[config.mk]
export PLATFORM = sky130hd
export DESIGN_NAME = cornet_bus_master
export DESIGN_NICKNAME = d
export VERILOG_FILES = /design/src/rtl/cornet_bus_pkg.sv /design/src/rtl/cornet_bus_arbiter.sv /design/src/rtl/cornet_bus_master.sv
export SDC_FILE = /design/constraint.sdc
export NUM_CORES = 1
export LEC_CHECK = 0
export BUFFER_PORTS_ARGS = -buffer_cell sky130_fd_sc_hd__buf_4
export CAP_MARGIN = 30
export CORE_MARGIN = 2
export CORE_UTILIZATION = 48
export DETAILED_ROUTE_END_ITERATION = 16
export PLACE_DENSITY = 0.76
export RECOVER_POWER = 100
export SYNTH_ARGS = -nofsm -noshare
export SYNTH_HDL_FRONTEND = slang
export SYNTH_SLANG_ARGS = --single-unit
[constraint.sdc]
create_clock -name clk -period 2.39 [get_ports clk]
set_input_delay 0.239 -clock clk [delete_from_list [all_inputs] [get_ports clk]]
set_output_delay 0.239 -clock clk [all_outputs]
set_load 0.01 [all_outputs]
[src/rtl/cornet_bus_pkg.sv]
// Shared types for the Cornet/CLC88 bus master: FSM state encoding and bus direction values.
package cornet_bus_pkg;

    typedef enum logic [1:0] {
        IDLE = 2'd0,
        BEAT = 2'd1,
        GAP  = 2'd2,
        DONE = 2'd3
    } bus_state_t;

    localparam logic RD = 1'b0;
    localparam logic WR = 1'b1;

    // Index width that never collapses to zero for a single-entry range.
    function automatic int clog2_min1(input int n);
        return (n > 1) ? $clog2(n) : 1;
    endfunction

endpackage

[src/rtl/cornet_bus_arbiter.sv]
// Combinational channel arbiter: search starts just above the last-winner pointer.
// A pointer fixed at NUM_CH-1 gives plain lowest-index-wins priority.
module cornet_bus_arbiter
    import cornet_bus_pkg::*;
#(
    parameter int NUM_CH = 2,
    parameter int IDX_W  = clog2_min1(NUM_CH)
) (
    input  logic [NUM_CH-1:0] req,
    input  logic [IDX_W-1:0]  ptr,
    output logic [NUM_CH-1:0] grant,
    output logic [IDX_W-1:0]  idx,
    output logic              any
);

    logic [IDX_W-1:0] pos;
    logic             found;

    always_comb begin
        grant = '0;
        idx   = '0;
        pos   = '0;
        found = 1'b0;
        for (int i = 0; i < NUM_CH; i++) begin
            pos = IDX_W'((int'(ptr) + 1 + i) % NUM_CH);
            if (!found && req[pos]) begin
                found      = 1'b1;
                grant[pos] = 1'b1;
                idx        = pos;
            end
        end
    end

    assign any = |req;

endmodule

[src/rtl/cornet_bus_master.sv]
// Multi-channel byte-beat bus master for the Cornet/CLC88 memory bus.
// Define CORNET_BUS_RR_EN for round-robin arbitration; default is fixed priority.
//
// state | meaning
// IDLE  | waiting for a request; grant latches the winner's request fields
// BEAT  | strobe high for byte[counter] until bus_ack
// GAP   | one strobes-low cycle so every beat starts with a fresh strobe edge
// DONE  | one-cycle req_done pulse to the winner
module cornet_bus_master
    import cornet_bus_pkg::*;
#(
    parameter int NUM_CH    = 2,
    parameter int ADDR_W    = 16,
    parameter int MAX_BYTES = 2,
    parameter int LEN_W     = clog2_min1(MAX_BYTES)
) (
    input  logic                          clk,
    input  logic                          reset_n,
    input  logic [NUM_CH-1:0]             req_valid,
    input  logic [NUM_CH-1:0]             req_write,
    input  logic [NUM_CH*LEN_W-1:0]       req_len,
    input  logic [NUM_CH*ADDR_W-1:0]      req_addr,
    input  logic [NUM_CH*MAX_BYTES*8-1:0] req_wdata,
    output logic [NUM_CH-1:0]             req_done,
    output logic [MAX_BYTES*8-1:0]        rsp_data,
    output logic                          busy,
    output logic [ADDR_W-1:0]             bus_addr,
    output logic [7:0]                    bus_wr_data,
    output logic                          bus_rd_req,
    output logic                          bus_wr_req,
    input  logic                          bus_ack,
    input  logic [7:0]                    bus_rd_data
);

    localparam int IDX_W = clog2_min1(NUM_CH);
    localparam int DW    = MAX_BYTES * 8;

    bus_state_t        state_q, state_d;
    logic [NUM_CH-1:0] win_q;
    logic              write_q;
    logic [LEN_W-1:0]  len_q;
    logic [LEN_W-1:0]  cnt_q;
    logic [ADDR_W-1:0] addr_q;
    logic [DW-1:0]     wdata_q;
    logic [DW-1:0]     rsp_q;

    logic [NUM_CH-1:0] arb_grant;
    logic [IDX_W-1:0]  arb_idx;
    logic              arb_any;
    logic [IDX_W-1:0]  arb_ptr;
    logic              take;

    logic              sel_write;
    logic [LEN_W-1:0]  sel_len;
    logic [ADDR_W-1:0] sel_addr;
    logic [DW-1:0]     sel_wdata;
    logic [7:0]        wr_byte;
    logic              strobe;
    logic              last_beat;

    assign take = (state_q == IDLE) && arb_any;

    // Lengths that do not fit MAX_BYTES are limited to a full-width transfer.
    function automatic logic [LEN_W-1:0] clamp_len(input logic [LEN_W-1:0] l);
        if (int'(l) > MAX_BYTES - 1)
            return LEN_W'(MAX_BYTES - 1);
        return l;
    endfunction

`ifdef CORNET_BUS_RR_EN
    logic [IDX_W-1:0] last_q;

    always_ff @(posedge clk) begin
        if (!reset_n)
            last_q <= IDX_W'(NUM_CH - 1);
        else if (take)
            last_q <= arb_idx;
    end

    assign arb_ptr = last_q;
`else
    assign arb_ptr = IDX_W'(NUM_CH - 1);
`endif

    cornet_bus_arbiter #(
        .NUM_CH (NUM_CH),
        .IDX_W  (IDX_W)
    ) u_arbiter (
        .req   (req_valid),
        .ptr   (arb_ptr),
        .grant (arb_grant),
        .idx   (arb_idx),
        .any   (arb_any)
    );

    always_comb begin
        sel_write = 1'b0;
        sel_len   = '0;
        sel_addr  = '0;
        sel_wdata = '0;
        for (int c = 0; c < NUM_CH; c++) begin
            if (arb_idx == IDX_W'(c)) begin
                sel_write = req_write[c];
                sel_len   = clamp_len(req_len[c*LEN_W +: LEN_W]);
                sel_addr  = req_addr[c*ADDR_W +: ADDR_W];
                sel_wdata = req_wdata[c*DW +: DW];
            end
        end
    end

    always_comb begin
        wr_byte = '0;
        for (int k = 0; k < MAX_BYTES; k++) begin
            if (cnt_q == LEN_W'(k))
                wr_byte = wdata_q[8*k +: 8];
        end
    end

    assign last_beat = (cnt_q == len_q);

    always_comb begin
        state_d = state_q;
        case (state_q)
            IDLE:    if (arb_any) state_d = BEAT;
            BEAT:    if (bus_ack) state_d = last_beat ? DONE : GAP;
            GAP:     state_d = BEAT;
            DONE:    state_d = IDLE;
            default: state_d = IDLE;
        endcase
    end

    always_ff @(posedge clk) begin
        if (!reset_n) begin
            state_q <= IDLE;
            win_q   <= '0;
            write_q <= RD;
            len_q   <= '0;
            cnt_q   <= '0;
            addr_q  <= '0;
            wdata_q <= '0;
            rsp_q   <= '0;
        end else begin
            state_q <= state_d;
            case (state_q)
                IDLE: begin
                    if (arb_any) begin
                        win_q   <= arb_grant;
                        write_q <= sel_write;
                        len_q   <= sel_len;
                        addr_q  <= sel_addr;
                        wdata_q <= sel_wdata;
                        cnt_q   <= '0;
                        rsp_q   <= '0;
                    end
                end
                BEAT: begin
                    if (bus_ack) begin
                        if (write_q == RD) begin
                            for (int k = 0; k < MAX_BYTES; k++) begin
                                if (cnt_q == LEN_W'(k))
                                    rsp_q[8*k +: 8] <= bus_rd_data;
                            end
                        end
                        if (!last_beat)
                            cnt_q <= cnt_q + 1'b1;
                    end
                end
                default: ;
            endcase
        end
    end

    // All bus outputs are decoded from registered state, so they are clean after reset.
    assign strobe      = (state_q == BEAT);
    assign bus_rd_req  = strobe && (write_q == RD);
    assign bus_wr_req  = strobe && (write_q == WR);
    assign bus_addr    = strobe ? (addr_q + ADDR_W'(cnt_q)) : '0;
    assign bus_wr_data = (strobe && (write_q == WR)) ? wr_byte : 8'h00;
    assign busy        = (state_q == BEAT) || (state_q == GAP);
    assign req_done    = (state_q == DONE) ? win_q : '0;
    assign rsp_data    = rsp_q;

endmodule
## Word-level counts from Yosys, hierarchy flattened

Cells that the tools add are included.

- Flip-flop bits (word level): 55
- Input port bits: 81
- Output and inout bits: 45
- Logic and storage cells: 61

- Add/subtract/negate cells: 2
- Eq/ne operators: 10
- Muxes and demuxes: 26
- Bitwise gates (word level): 1
- Reductions and logical operators: 13

Operators by type and width:

| kind | count |
|---|---|
| $mux W16 | 6 |
| $mux W8 | 4 |
| $pmux W16 S2 | 1 |
| $add A16 B1 Y16 | 1 |
| $ne A2 B2 Y1 const B | 6 |
| $reduce_and A5 Y1 | 2 |
| $mux W1 | 9 |
| $mux W2 | 4 |
| $pmux W2 S4 | 1 |
| $eq A2 B2 Y1 const B | 2 |
| $reduce_and A2 Y1 | 2 |
| $reduce_and A4 Y1 | 1 |
| $logic_and A1 B1 Y1 | 3 |
| $eq A2 B1 Y1 const B | 1 |
| $logic_not A2 Y1 | 1 |
| $pmux W1 S2 | 1 |
| $reduce_bool A2 Y1 | 1 |
| $reduce_or A2 Y1 | 1 |
| $add A1 B1 Y1 const B | 1 |
| $eq A1 B1 Y1 | 1 |
| $logic_not A1 Y1 | 1 |
| $logic_or A1 B1 Y1 | 1 |
| $not A1 Y1 | 1 |

## Depth between registers and ports, before layout

Gate-level depths: netlist of run 1.

- Word-level depth: 5
- Depth in mapped cells: 7

## Hierarchy

From an unflattened synthesis of run 1, not the netlist that was laid out.

- Cells, all modules: 348
- Area total of the unflattened synthesis: 2946.6 µm²

By module, submodules not included:

| module | instances | cells each | area an instance (µm²) |
|---|---|---|---|
| cornet_bus_master | 1 | 343 | 2914.0 |
| cornet_bus_arbiter | 1 | 5 | 32.5 |

## Worst setup path before layout of run 1

No wires, ideal clock.

- Path type: register to output
- From: register cnt_q
- To: output port bus_addr[14]
- Arrival time: 1.474 ns
- Required time: 2.151 ns
- Slack: 0.677 ns
- Stages on the path, launching flop included: 6
- Path buffers: 1
- Path through: dfxtp_1 -> ha_1 -> nand4_1 -> clkbuf_1 -> nor4_1 -> mux2i_1

- Word-level cells in the longest chain between the ends: 2

Ends and longest elaborated chain:

| item | RTL line | source |
|---|---|---|
| start: declaration | cornet_bus_master.sv:42 | `logic [LEN_W-1:0] cnt_q;` |
| start signal: assignment | cornet_bus_master.sv:165 | `cnt_q <= cnt_q + 1'b1;` |
| $add A16 B1 Y16 | cornet_bus_master.sv:177 | `assign bus_addr = strobe ? (addr_q + ADDR_W'(cnt_q)) : '0;` |
| $mux W16 | cornet_bus_master.sv:177 |  |
| end: declaration | cornet_bus_master.sv:27 | `output logic [ADDR_W-1:0] bus_addr,` |

Every way passes these cells.

## Worst setup path after layout of run 1

- From: register addr_q[0]
- To: output port bus_addr[15]

- Word-level cells in the longest chain between the ends: 2

Ends and longest elaborated chain:

| item | RTL line | source |
|---|---|---|
| start: declaration | cornet_bus_master.sv:43 | `logic [ADDR_W-1:0] addr_q;` |
| start signal: assignment | cornet_bus_master.sv:150 | `addr_q <= sel_addr;` |
| $add A16 B1 Y16 | cornet_bus_master.sv:177 |  |
| $mux W16 | cornet_bus_master.sv:177 |  |

Every way passes these cells.

==> impl_metrics.prom, run 1 <==
# TYPE chip_impl_metric gauge
chip_impl_metric{name="min_path_cells",unit=""} 3
chip_impl_metric{name="timing.max_slew.rel_slack",unit=""} 0.5500
chip_impl_metric{name="fin_crit_sh",unit=""} 0.9234
chip_impl_metric{name="yosysUniqueCellTypes",unit=""} 35
chip_impl_metric{name="combinational_power_share",unit=""} 0.344
chip_impl_metric{name="post_synth_inst_count",unit=""} 344
chip_impl_metric{name="nets",unit=""} 547
chip_impl_metric{name="global_route.usage.total",unit=""} 0.2194
chip_impl_metric{name="hold_violations",unit=""} 0
chip_impl_metric{name="crit_path_max_incr_delay",unit="ps"} 380
chip_impl_metric{name="antenna_found_initial",unit=""} 0
chip_impl_metric{name="layout_min_cycle_time",unit="ps"} 2207
chip_impl_info{name="hold_path_class",value="primary input to flip-flop"} 1
chip_impl_info{name="synth-main-ff-cell",value="sky130_fd_sc_hd__dfxtp_1"} 1
chip_impl_metric{name="port_buffers",unit=""} 125
chip_impl_metric{name="register_area_share_after_synthesis",unit=""} 0.3699
chip_impl_metric{name="ys_seq_elements",unit=""} 55
chip_impl_info{name="netlist_top_cells_count",value="61 x sky130_fd_sc_hd__mux2i_1, 55 x sky130_fd_sc_hd__dfxtp_1, 50 x sky130_fd_sc_hd__nor2_1"} 1
chip_impl_info{name="yosysMostFrequentCell",value="sky130_fd_sc_hd__mux2i_1"} 1
chip_impl_metric{name="floorplan.die_area",unit="mm2"} 0.006848
chip_impl_metric{name="floorplan.initialDensity",unit=""} 0.4998
chip_impl_metric{name="area_growth",unit="%"} 31.61
chip_impl_metric{name="largest_net_degree_at_the_start_of_global_routing",unit=""} 69
chip_impl_info{name="run_status",value="completed"} 1
chip_impl_metric{name="synthesis.nets",unit=""} 431
chip_impl_metric{name="power_frac_clock",unit=""} 0.220
chip_impl_metric{name="drt-wirelength-per-cell",unit="um"} 13.95
chip_impl_metric{name="clock-sinks",unit=""} 55
chip_impl_metric{name="tns",unit="ps"} 0
chip_impl_metric{name="antenna_cells",unit=""} 0
chip_impl_metric{name="power-per-cell-area",unit="mW/mm2"} 699.2
chip_impl_metric{name="slew_violations",unit=""} 0
chip_impl_info{name="worstSetupEndpointType",value="primary output"} 1
chip_impl_metric{name="r2r_cells",unit=""} 6
chip_impl_info{name="hold_end",value="win_q[0]$_SDFFE_PN0P_"} 1
chip_impl_metric{name="cts_hold_buf",unit=""} 0
chip_impl_metric{name="total_power",unit="mW"} 2.739
chip_impl_metric{name="floorplan.io_pins",unit=""} 126
chip_impl_metric{name="clk-insertion-delay-late",unit="ps"} 310
chip_impl_metric{name="max_clock_freq",unit="GHz"} 0.4531
chip_impl_metric{name="intPower",unit="mW"} 1.799
chip_impl_metric{name="synthesis.area",unit="mm2"} 0.002977
chip_impl_info{name="dr.max_layer_used",value="met4"} 1
chip_impl_info{name="worstPathCellList",value="ha_1 -> nand4_1 -> buf_4 -> nor4_1 -> mux2i_1 -> buf_4"} 1
chip_impl_metric{name="wl_met2",unit="mm"} 3.618
chip_impl_metric{name="maximum_level_of_the_cts_h_tree",unit=""} 2
chip_impl_metric{name="route.detailed.vias_per_inst",unit=""} 5.404
chip_impl_metric{name="cts_max_path_buffers",unit=""} 2
chip_impl_metric{name="post-synth-top-area-fraction",unit=""} 0.3699
chip_impl_metric{name="routed-wl-met3",unit="um"} 525
chip_impl_metric{name="floorplan.core_area",unit="mm2"} 0.005956
chip_impl_metric{name="route.vias.total",unit=""} 2891
chip_impl_metric{name="utilization",unit=""} 0.6578
chip_impl_metric{name="post_synth_arst_share",unit=""} 0
chip_impl_metric{name="cp_data_arrival_time",unit="ps"} 1970
chip_impl_info{name="hold_path_startpoint",value="req_valid[0]"} 1
chip_impl_metric{name="grt_pass1_wl",unit="mm"} 11.71
chip_impl_info{name="rsz_0062_raised_after_global_routing",value="no"} 1
chip_impl_metric{name="edff_count_synth",unit=""} 0
chip_impl_metric{name="vdd_ir_drop_max",unit="uV"} 361.6
chip_impl_metric{name="first_global_vias",unit=""} 2649
chip_impl_metric{name="cts_buf_count",unit=""} 5
chip_impl_metric{name="grt_overflow_total",unit=""} 0
chip_impl_metric{name="power.share.sequential",unit=""} 0.436
chip_impl_metric{name="detailedRoute.firstIterationViolations",unit=""} 79
chip_impl_metric{name="post_route_clock_skew",unit="ps"} 5.878
chip_impl_metric{name="hpwlAfterDp",unit="mm"} 5.621
chip_impl_info{name="critical_path_slowest_stage_cell",value="sky130_fd_sc_hd__nor4_1"} 1
chip_impl_metric{name="detail_route.drc_violations",unit=""} 0
chip_impl_metric{name="drive_gt1_frac",unit=""} 0.2304
chip_impl_metric{name="worst-path-buf-inv",unit=""} 2
chip_impl_metric{name="die_w",unit="um"} 82.75
chip_impl_metric{name="drt-total-wl",unit="mm"} 7.463
chip_impl_metric{name="worstMarginPinSlew",unit="ps"} 674.9
chip_impl_info{name="rr_startpoint",value="state_q[1]$_SDFFE_PN0P_"} 1
chip_impl_info{name="worst_r2r_endpoint",value="rsp_data[13]$_SDFFE_PN0P_"} 1
chip_impl_metric{name="fillCellCount",unit=""} 537
chip_impl_info{name="most_area_hungry_cell_type_in_the_yosys_netlist",value="sky130_fd_sc_hd__dfxtp_1"} 1
chip_impl_metric{name="static-leakage-power",unit="nW"} 1.719
chip_impl_metric{name="synthesis.yosys.warnings",unit=""} 0
chip_impl_metric{name="switching_power",unit="uW"} 940.1
chip_impl_metric{name="first_pass_iters",unit=""} 4
chip_impl_metric{name="worstPathRequired",unit="ps"} 2150
chip_impl_metric{name="postSynthAreaPerCell",unit="um2"} 8.653
chip_impl_metric{name="final-setup-viol-count",unit=""} 0
chip_impl_metric{name="m1WireLength",unit="mm"} 3.185
chip_impl_metric{name="drv_cap",unit=""} 0
chip_impl_metric{name="crit_path_max_fanout",unit=""} 8
chip_impl_metric{name="globalplace.congestion",unit=""} 0.8126
chip_impl_info{name="ctsRootBufferMaster",value="sky130_fd_sc_hd__clkbuf_8"} 1
chip_impl_info{name="cts_tree",value="yes"} 1
chip_impl_info{name="synthTopCellsByArea",value="sky130_fd_sc_hd__dfxtp_1 37%, sky130_fd_sc_hd__mux2i_1 21%, sky130_fd_sc_hd__a211oi_1 8.6%"} 1
chip_impl_info{name="worstSetupStartpointType",value="flip-flop"} 1
chip_impl_metric{name="fp-row-count",unit=""} 28
chip_impl_metric{name="worst_setup_hold_path_clk_slew",unit="ps"} 90
chip_impl_info{name="kind_of_cell_with_the_highest_combined_delay_on_the_critical_path",value="simple AND/OR/NAND/NOR gates"} 1
chip_impl_metric{name="antenna_violating_nets_remaining",unit=""} 0
chip_impl_info{name="crit_top_cell",value="sky130_fd_sc_hd__buf_4"} 1
chip_impl_metric{name="ff2ff_setup_slack",unit="ps"} 310
chip_impl_metric{name="switching_share",unit=""} 0.3432
chip_impl_metric{name="die_y",unit="um"} 82.75
chip_impl_info{name="criticalPathCategory",value="flip-flop to primary output"} 1
cells by family after synthesis:
| logic type | share of synthesized area |
|---|---|
| AO/OA/AOI/OAI | 0.1471 |
| XOR/XNOR | 0.01471 |
| adder cells (fa/ha/maj) | 0.02522 |
| buffers and inverters | 0.05170 |
| flip-flops | 0.3699 |
| multiplexers | 0.2051 |
| AND/OR/NAND/NOR | 0.1862 |
placed cells by master (no fill, tap or decap), types with 2 or more instances in the layout:
cell / instances
sky130_fd_sc_hd__nor4_1: 3
sky130_fd_sc_hd__xor2_1: 2
sky130_fd_sc_hd__ha_1: 6
sky130_fd_sc_hd__or4_1: 3
sky130_fd_sc_hd__nor2_1: 50
sky130_fd_sc_hd__o31ai_1: 4
sky130_fd_sc_hd__nand2b_1: 5
sky130_fd_sc_hd__nand4_1: 5
sky130_fd_sc_hd__clkbuf_8: 5
sky130_fd_sc_hd__xnor2_1: 3
sky130_fd_sc_hd__dfxtp_1: 55
sky130_fd_sc_hd__mux2i_1: 61
sky130_fd_sc_hd__nand2_1: 29
sky130_fd_sc_hd__nand3_1: 13
sky130_fd_sc_hd__o21ai_0: 5
sky130_fd_sc_hd__or3_1: 4
sky130_fd_sc_hd__clkbuf_1: 40
sky130_fd_sc_hd__and2_1: 2
sky130_fd_sc_hd__buf_4: 93
sky130_fd_sc_hd__a21oi_1: 13
sky130_fd_sc_hd__inv_1: 8
sky130_fd_sc_hd__a211oi_1: 34
state kept, by name, summed over array words and instances (netlist names):
register,count
cnt_q,1
wdata_q,16
state_q,2
win_q,2
rsp_data,16
addr_q,16
write_q,1
len_q,1
repair_timing:
item	in CTS	in global routing
setup endpoints to repair	0	9
resized for setup	0	2
setup buffers	0	4
power by group through the flow:
stage	combinational (mW)	clock, mW	sequential, mW
after floorplan	0.665	0	1.20
after global placement	0.983	0	1.21
after detailed placement	1.01	0	1.22
after CTS	1.02	0.609	1.20
after global routing	1.05	0.654	1.22
final	0.942	0.601	1.20
tightest hold or removal path, stage by stage:
cell,delay (ps)
sky130_fd_sc_hd__buf_4,130
sky130_fd_sc_hd__nand2_1,70
sky130_fd_sc_hd__a21oi_1,60
worst max path at each step:
stage	startpoint	endpoint	slack [ps]	cells past startpoint
2_1_floorplan	cnt_q$_SDFFE_PN0P_	bus_addr[14]	680	5
3_3_place_gp	state_q[0]$_SDFFE_PN0P_	rsp_data[12]$_SDFFE_PN0P_	430	5
3_5_place_dp	state_q[0]$_SDFFE_PN0P_	rsp_data[14]$_SDFFE_PN0P_	320	5
4_1_cts	cnt_q$_SDFFE_PN0P_	bus_addr[12]	2	5
5_1_grt	addr_q[0]$_SDFFE_PN0P_	bus_addr[15]	70	6
6_report	addr_q[0]$_SDFFE_PN0P_	bus_addr[15]	180	6
through the flow:
step / area [um2] / cells / worst slack, ps / hold slack [ps]
6_report: 3918 / 535 / 183.0 / 230.5
5_1_grt: 3918 / 535 / 69.52 / 234.2
4_1_cts: 4053 / 531 / 2.347 / 227.0
3_5_place_dp: 3946 / 524 / 322.6 / 448.2
3_3_place_gp: 3946 / 524 / 429.2 / 445.2
2_1_floorplan: 2977 / 344 / 676.6 / 394.8
layout make-up:
type	instances	area, um2	share of cell area
clock buffers	5	68.82	0.01757
clock inverters	2	37.54	0.009582
inverters	8	30.03	0.007665
multi-input cells	255	1725	0.4404
flip-flops and latches	55	1101	0.2811
well taps	75	93.84	0.02395
repair buffers	135	860.8	0.2197
layer usage:
metal,global-route usage,vias up
met3,0.05000,12
met5,0,-
met1,0.2653,1325
met4,0.06721,0
li1,-,1458
met2,0.3863,96
Power figures use the tool's default switching activity.
==> run 2: changes to the inputs <==
--- a/config.mk
+++ b/config.mk
@@ -8,10 +8,11 @@
 export BUFFER_PORTS_ARGS = -buffer_cell sky130_fd_sc_hd__buf_4
 export CAP_MARGIN = 30
 export CORE_MARGIN = 2
-export CORE_UTILIZATION = 48
+export CORE_UTILIZATION = 52
 export DETAILED_ROUTE_END_ITERATION = 16
-export PLACE_DENSITY = 0.76
+export PLACE_DENSITY = 0.82
 export RECOVER_POWER = 100
 export SYNTH_ARGS = -nofsm -noshare
 export SYNTH_HDL_FRONTEND = slang
+export SYNTH_HIERARCHICAL = 1
 export SYNTH_SLANG_ARGS = --single-unit
==> constraint.sdc (replaced) <==
create_clock -name clk -period 2.55 [get_ports clk]
set_input_delay 0.255 -clock clk [delete_from_list [all_inputs] [get_ports clk]]
set_output_delay 0.255 -clock clk [all_outputs]
set_load 0.01 [all_outputs]
==> impl_metrics.prom, run 2 <==
# TYPE chip_impl_metric gauge
chip_impl_info{name="run_status",value="completed"} 1
chip_impl_metric{name="fin_crit_sh",unit=""} 0.9287
chip_impl_info{name="worstSetupStartpointType",value="flip-flop"} 1
chip_impl_info{name="critical_path.startpoint",value="cnt_q$_SDFFE_PN0P_"} 1
chip_impl_metric{name="cts_max_path_buffers",unit=""} 2
chip_impl_metric{name="post_synth_arst_share",unit=""} 0
chip_impl_metric{name="max_clock_freq",unit="GHz"} 0.4223
chip_impl_metric{name="worst_setup_hold_path_clk_slew",unit="ps"} 100
chip_impl_info{name="ctsRootBufferMaster",value="sky130_fd_sc_hd__clkbuf_8"} 1
chip_impl_metric{name="hold_violations",unit=""} 0
chip_impl_metric{name="postSynthAreaPerCell",unit="um2"} 8.467
chip_impl_metric{name="fillCellCount",unit=""} 480
chip_impl_metric{name="floorplan.core_area",unit="mm2"} 0.005473
chip_impl_metric{name="ys_seq_elements",unit=""} 55
chip_impl_metric{name="drt-wirelength-per-cell",unit="um"} 13.85
chip_impl_metric{name="die_w",unit="um"} 79.28
chip_impl_metric{name="post_cts.repair.setup_buffers",unit=""} 0
chip_impl_metric{name="timing.max_slew.rel_slack",unit=""} 0.5696
chip_impl_metric{name="detail_route.drc_violations",unit=""} 0
chip_impl_info{name="layout_common_cells",value="86 x sky130_fd_sc_hd__buf_4, 55 x sky130_fd_sc_hd__dfxtp_1, 50 x sky130_fd_sc_hd__nor2_1, 48 x sky130_fd_sc_hd__mux2i_1, 43 x sky130_fd_sc_hd__clkbuf_1"} 1
chip_impl_info{name="netlist_top_cells_count",value="55 x sky130_fd_sc_hd__dfxtp_1, 50 x sky130_fd_sc_hd__nor2_1, 48 x sky130_fd_sc_hd__mux2i_1"} 1
chip_impl_info{name="rr_startpoint",value="state_q[1]$_SDFFE_PN0P_"} 1
chip_impl_metric{name="layout_min_cycle_time",unit="ps"} 2368
chip_impl_metric{name="grt_overflow_total",unit=""} 0
chip_impl_metric{name="drive_gt1_frac",unit=""} 0.2143
chip_impl_metric{name="synthAdderAreaFrac",unit=""} 0.02548
chip_impl_metric{name="first_pass_iters",unit=""} 4
chip_impl_info{name="synthTopCellsByArea",value="sky130_fd_sc_hd__dfxtp_1 37%, sky130_fd_sc_hd__mux2i_1 16%, sky130_fd_sc_hd__a211oi_1 8.7%"} 1
chip_impl_metric{name="antenna_found_initial",unit=""} 0
chip_impl_metric{name="synth_simple_gate_area_frac",unit=""} 0.1924
chip_impl_metric{name="post_route_clock_skew",unit="ps"} 5.830
chip_impl_metric{name="cts_hold_buf",unit=""} 0
chip_impl_metric{name="power-per-cell-area",unit="mW/mm2"} 614.4
chip_impl_metric{name="drv_cap",unit=""} 0
chip_impl_metric{name="tns",unit="ps"} 0
chip_impl_metric{name="first_global_vias",unit=""} 2703
chip_impl_metric{name="fp-row-count",unit=""} 27
chip_impl_info{name="worstPathCellList",value="ha_1 -> nand4_2 -> or4_1 -> a21oi_1 -> buf_4"} 1
chip_impl_info{name="synth-main-ff-cell",value="sky130_fd_sc_hd__dfxtp_1"} 1
chip_impl_info{name="hold_path_startpoint",value="bus_rd_data[6]"} 1
chip_impl_info{name="mostFrequentLayoutCell",value="sky130_fd_sc_hd__buf_4"} 1
chip_impl_metric{name="cts_buf_count",unit=""} 5
chip_impl_metric{name="largest_net_degree_at_the_start_of_global_routing",unit=""} 63
chip_impl_metric{name="detailedRoute.firstIterationViolations",unit=""} 120
chip_impl_metric{name="synthesis.area",unit="mm2"} 0.002947
chip_impl_metric{name="grt_pass1_wl",unit="mm"} 12.03
chip_impl_metric{name="clock-sinks",unit=""} 55
chip_impl_metric{name="hpwlAfterDp",unit="mm"} 5.470
chip_impl_info{name="yosysMostFrequentCell",value="sky130_fd_sc_hd__dfxtp_1"} 1
chip_impl_metric{name="maximum_level_of_the_cts_h_tree",unit=""} 2
chip_impl_metric{name="floorplan.die_area",unit="mm2"} 0.006285
chip_impl_metric{name="register_area_share_after_synthesis",unit=""} 0.3737
chip_impl_metric{name="worstPathRequired",unit="ps"} 2300
chip_impl_metric{name="final_cell_area",unit="mm2"} 0.003842
chip_impl_metric{name="clk-insertion-delay-late",unit="ps"} 320
chip_impl_metric{name="route.detailed.vias_per_inst",unit=""} 5.436
chip_impl_info{name="cts_tree",value="yes"} 1
chip_impl_metric{name="drt-total-wl",unit="mm"} 7.395
chip_impl_metric{name="crit_path_max_incr_delay",unit="ps"} 580
chip_impl_info{name="rsz_0062_raised_after_global_routing",value="no"} 1
chip_impl_metric{name="post-synth-top-area-fraction",unit=""} 0.3737
chip_impl_metric{name="edff_count_synth",unit=""} 0
chip_impl_metric{name="final-setup-viol-count",unit=""} 0
chip_impl_metric{name="layout_setup_ws",unit="ps"} 181.9
chip_impl_metric{name="yosysUniqueCellTypes",unit=""} 35
chip_impl_metric{name="synth_xor_xnor_area_share",unit=""} 0.01486
chip_impl_metric{name="post_synth_inst_count",unit=""} 348
chip_impl_metric{name="route.vias.total",unit=""} 2903
chip_impl_metric{name="port_buffers",unit=""} 125
chip_impl_metric{name="detailed_place.area",unit="mm2"} 0.003926
chip_impl_info{name="critical_path_slowest_stage_cell",value="sky130_fd_sc_hd__or4_1"} 1
chip_impl_metric{name="globalplace.congestion",unit=""} 0.8157
chip_impl_metric{name="worstMarginPinSlew",unit="ps"} 645.5
chip_impl_metric{name="cp_data_arrival_time",unit="ps"} 2110
chip_impl_metric{name="die_y",unit="um"} 79.28
chip_impl_info{name="worstSetupEndpointType",value="primary output"} 1
chip_impl_metric{name="vdd_ir_drop_max",unit="uV"} 302.6
chip_impl_metric{name="nets",unit=""} 548
chip_impl_metric{name="dp_worst_setup_slack",unit="ps"} 540.8
chip_impl_metric{name="compound_cell_area_share_of_the_yosys_netlist",unit=""} 0.1775
chip_impl_metric{name="global_route.usage.total",unit=""} 0.2371
chip_impl_info{name="criticalPathCategory",value="flip-flop to primary output"} 1
chip_impl_metric{name="area_growth",unit="%"} 30.40
chip_impl_metric{name="crit_path_max_fanout",unit=""} 12
chip_impl_metric{name="resized_after_cts",unit=""} 0
chip_impl_metric{name="static-leakage-power",unit="nW"} 1.539
chip_impl_metric{name="synthesis.yosys.warnings",unit=""} 6
chip_impl_info{name="hold_path_class",value="primary input to flip-flop"} 1
chip_impl_info{name="most_area_hungry_cell_type_in_the_yosys_netlist",value="sky130_fd_sc_hd__dfxtp_1"} 1
chip_impl_metric{name="slew_violations",unit=""} 0
chip_impl_metric{name="floorplan.io_pins",unit=""} 126
chip_impl_metric{name="antenna_violating_nets_remaining",unit=""} 0
chip_impl_metric{name="floorplan.initialDensity",unit=""} 0.5384
chip_impl_info{name="largest_family_of_logic_cells_by_synthesized_area",value="simple AND/OR/NAND/NOR gates"} 1
chip_impl_metric{name="synth.area.mux_share",unit=""} 0.1631
chip_impl_metric{name="antenna_cells",unit=""} 0
run 2: stage by stage:
step,instances,util,hold slack (ps),power [mW]
after floorplan,350,-,425.3,1.632
after global placement,526,0.7174,458.8,1.906
after detailed placement,526,0.7174,465.9,1.933
after CTS,534,0.7341,227.0,2.434
after global routing,534,0.7021,237.3,2.524
final,534,0.7021,232.5,2.361
run 2: layer usage:
layer | routed length, um | global-route usage | share of wire | vias to the layer above
met2 | 3733 | 0.4280 | 0.50 | 93
met5 | 0 | 0 | 0 | -
met3 | 395 | 0.03068 | 0.053 | 11
met1 | 3114 | 0.2857 | 0.42 | 1322
met4 | 152 | 0.08966 | 0.021 | 0
li1 | - | - | - | 1477
run 2: power breakdown:
part	switching (mW)	internal, mW
clock	0.305	0.199
combinational	0.442	0.325
sequential	0.106	0.983
run 2: worst max-delay path: cells and delay by family (launching register included):
kind	cells	cell delay [ps]
AND/OR/NAND/NOR	2	860
AO/OA/AOI/OAI	1	210
flip-flops	1	380
adder cells (fa/ha/maj)	1	190
buffers and inverters	1	160
run 2: final timing paths:
| kind | to | slack [ps] | depth (start not counted) |
|---|---|---|---|
| worst max-delay path | bus_addr[12] | 180 | 5 |
| worst min-delay path | rsp_data[6]$_SDFFE_PN0P_ | 230 | 3 |
| worst max register to register | wdata_q[5]$_SDFFE_PN0P_ | 330 | 6 |
| worst min register to register | rsp_data[15]$_SDFFE_PN0P_ | 480 | 2 |
run 2: cell type report:
class	count	area, um2	share of cell area
clock inverter	3	22.52	0.005861
sequential	55	1101	0.2866
clock buffer	5	68.82	0.01791
multi-input combinational	260	1712	0.4455
tap	72	90.09	0.02345
inverter	9	33.78	0.008792
timing repair buffer	130	814.5	0.2120
run 2: cells by family after synthesis:
| logic type | Yosys count |
|---|---|
| AOI/OAI and AO/OA | 78 |
| and+or+nand+nor | 120 |
| xor gates and xnor gates | 5 |
| buffers and inverters | 35 |
| DFF | 55 |
| muxes | 48 |
| other | 1 |
| adders and majority gates | 6 |
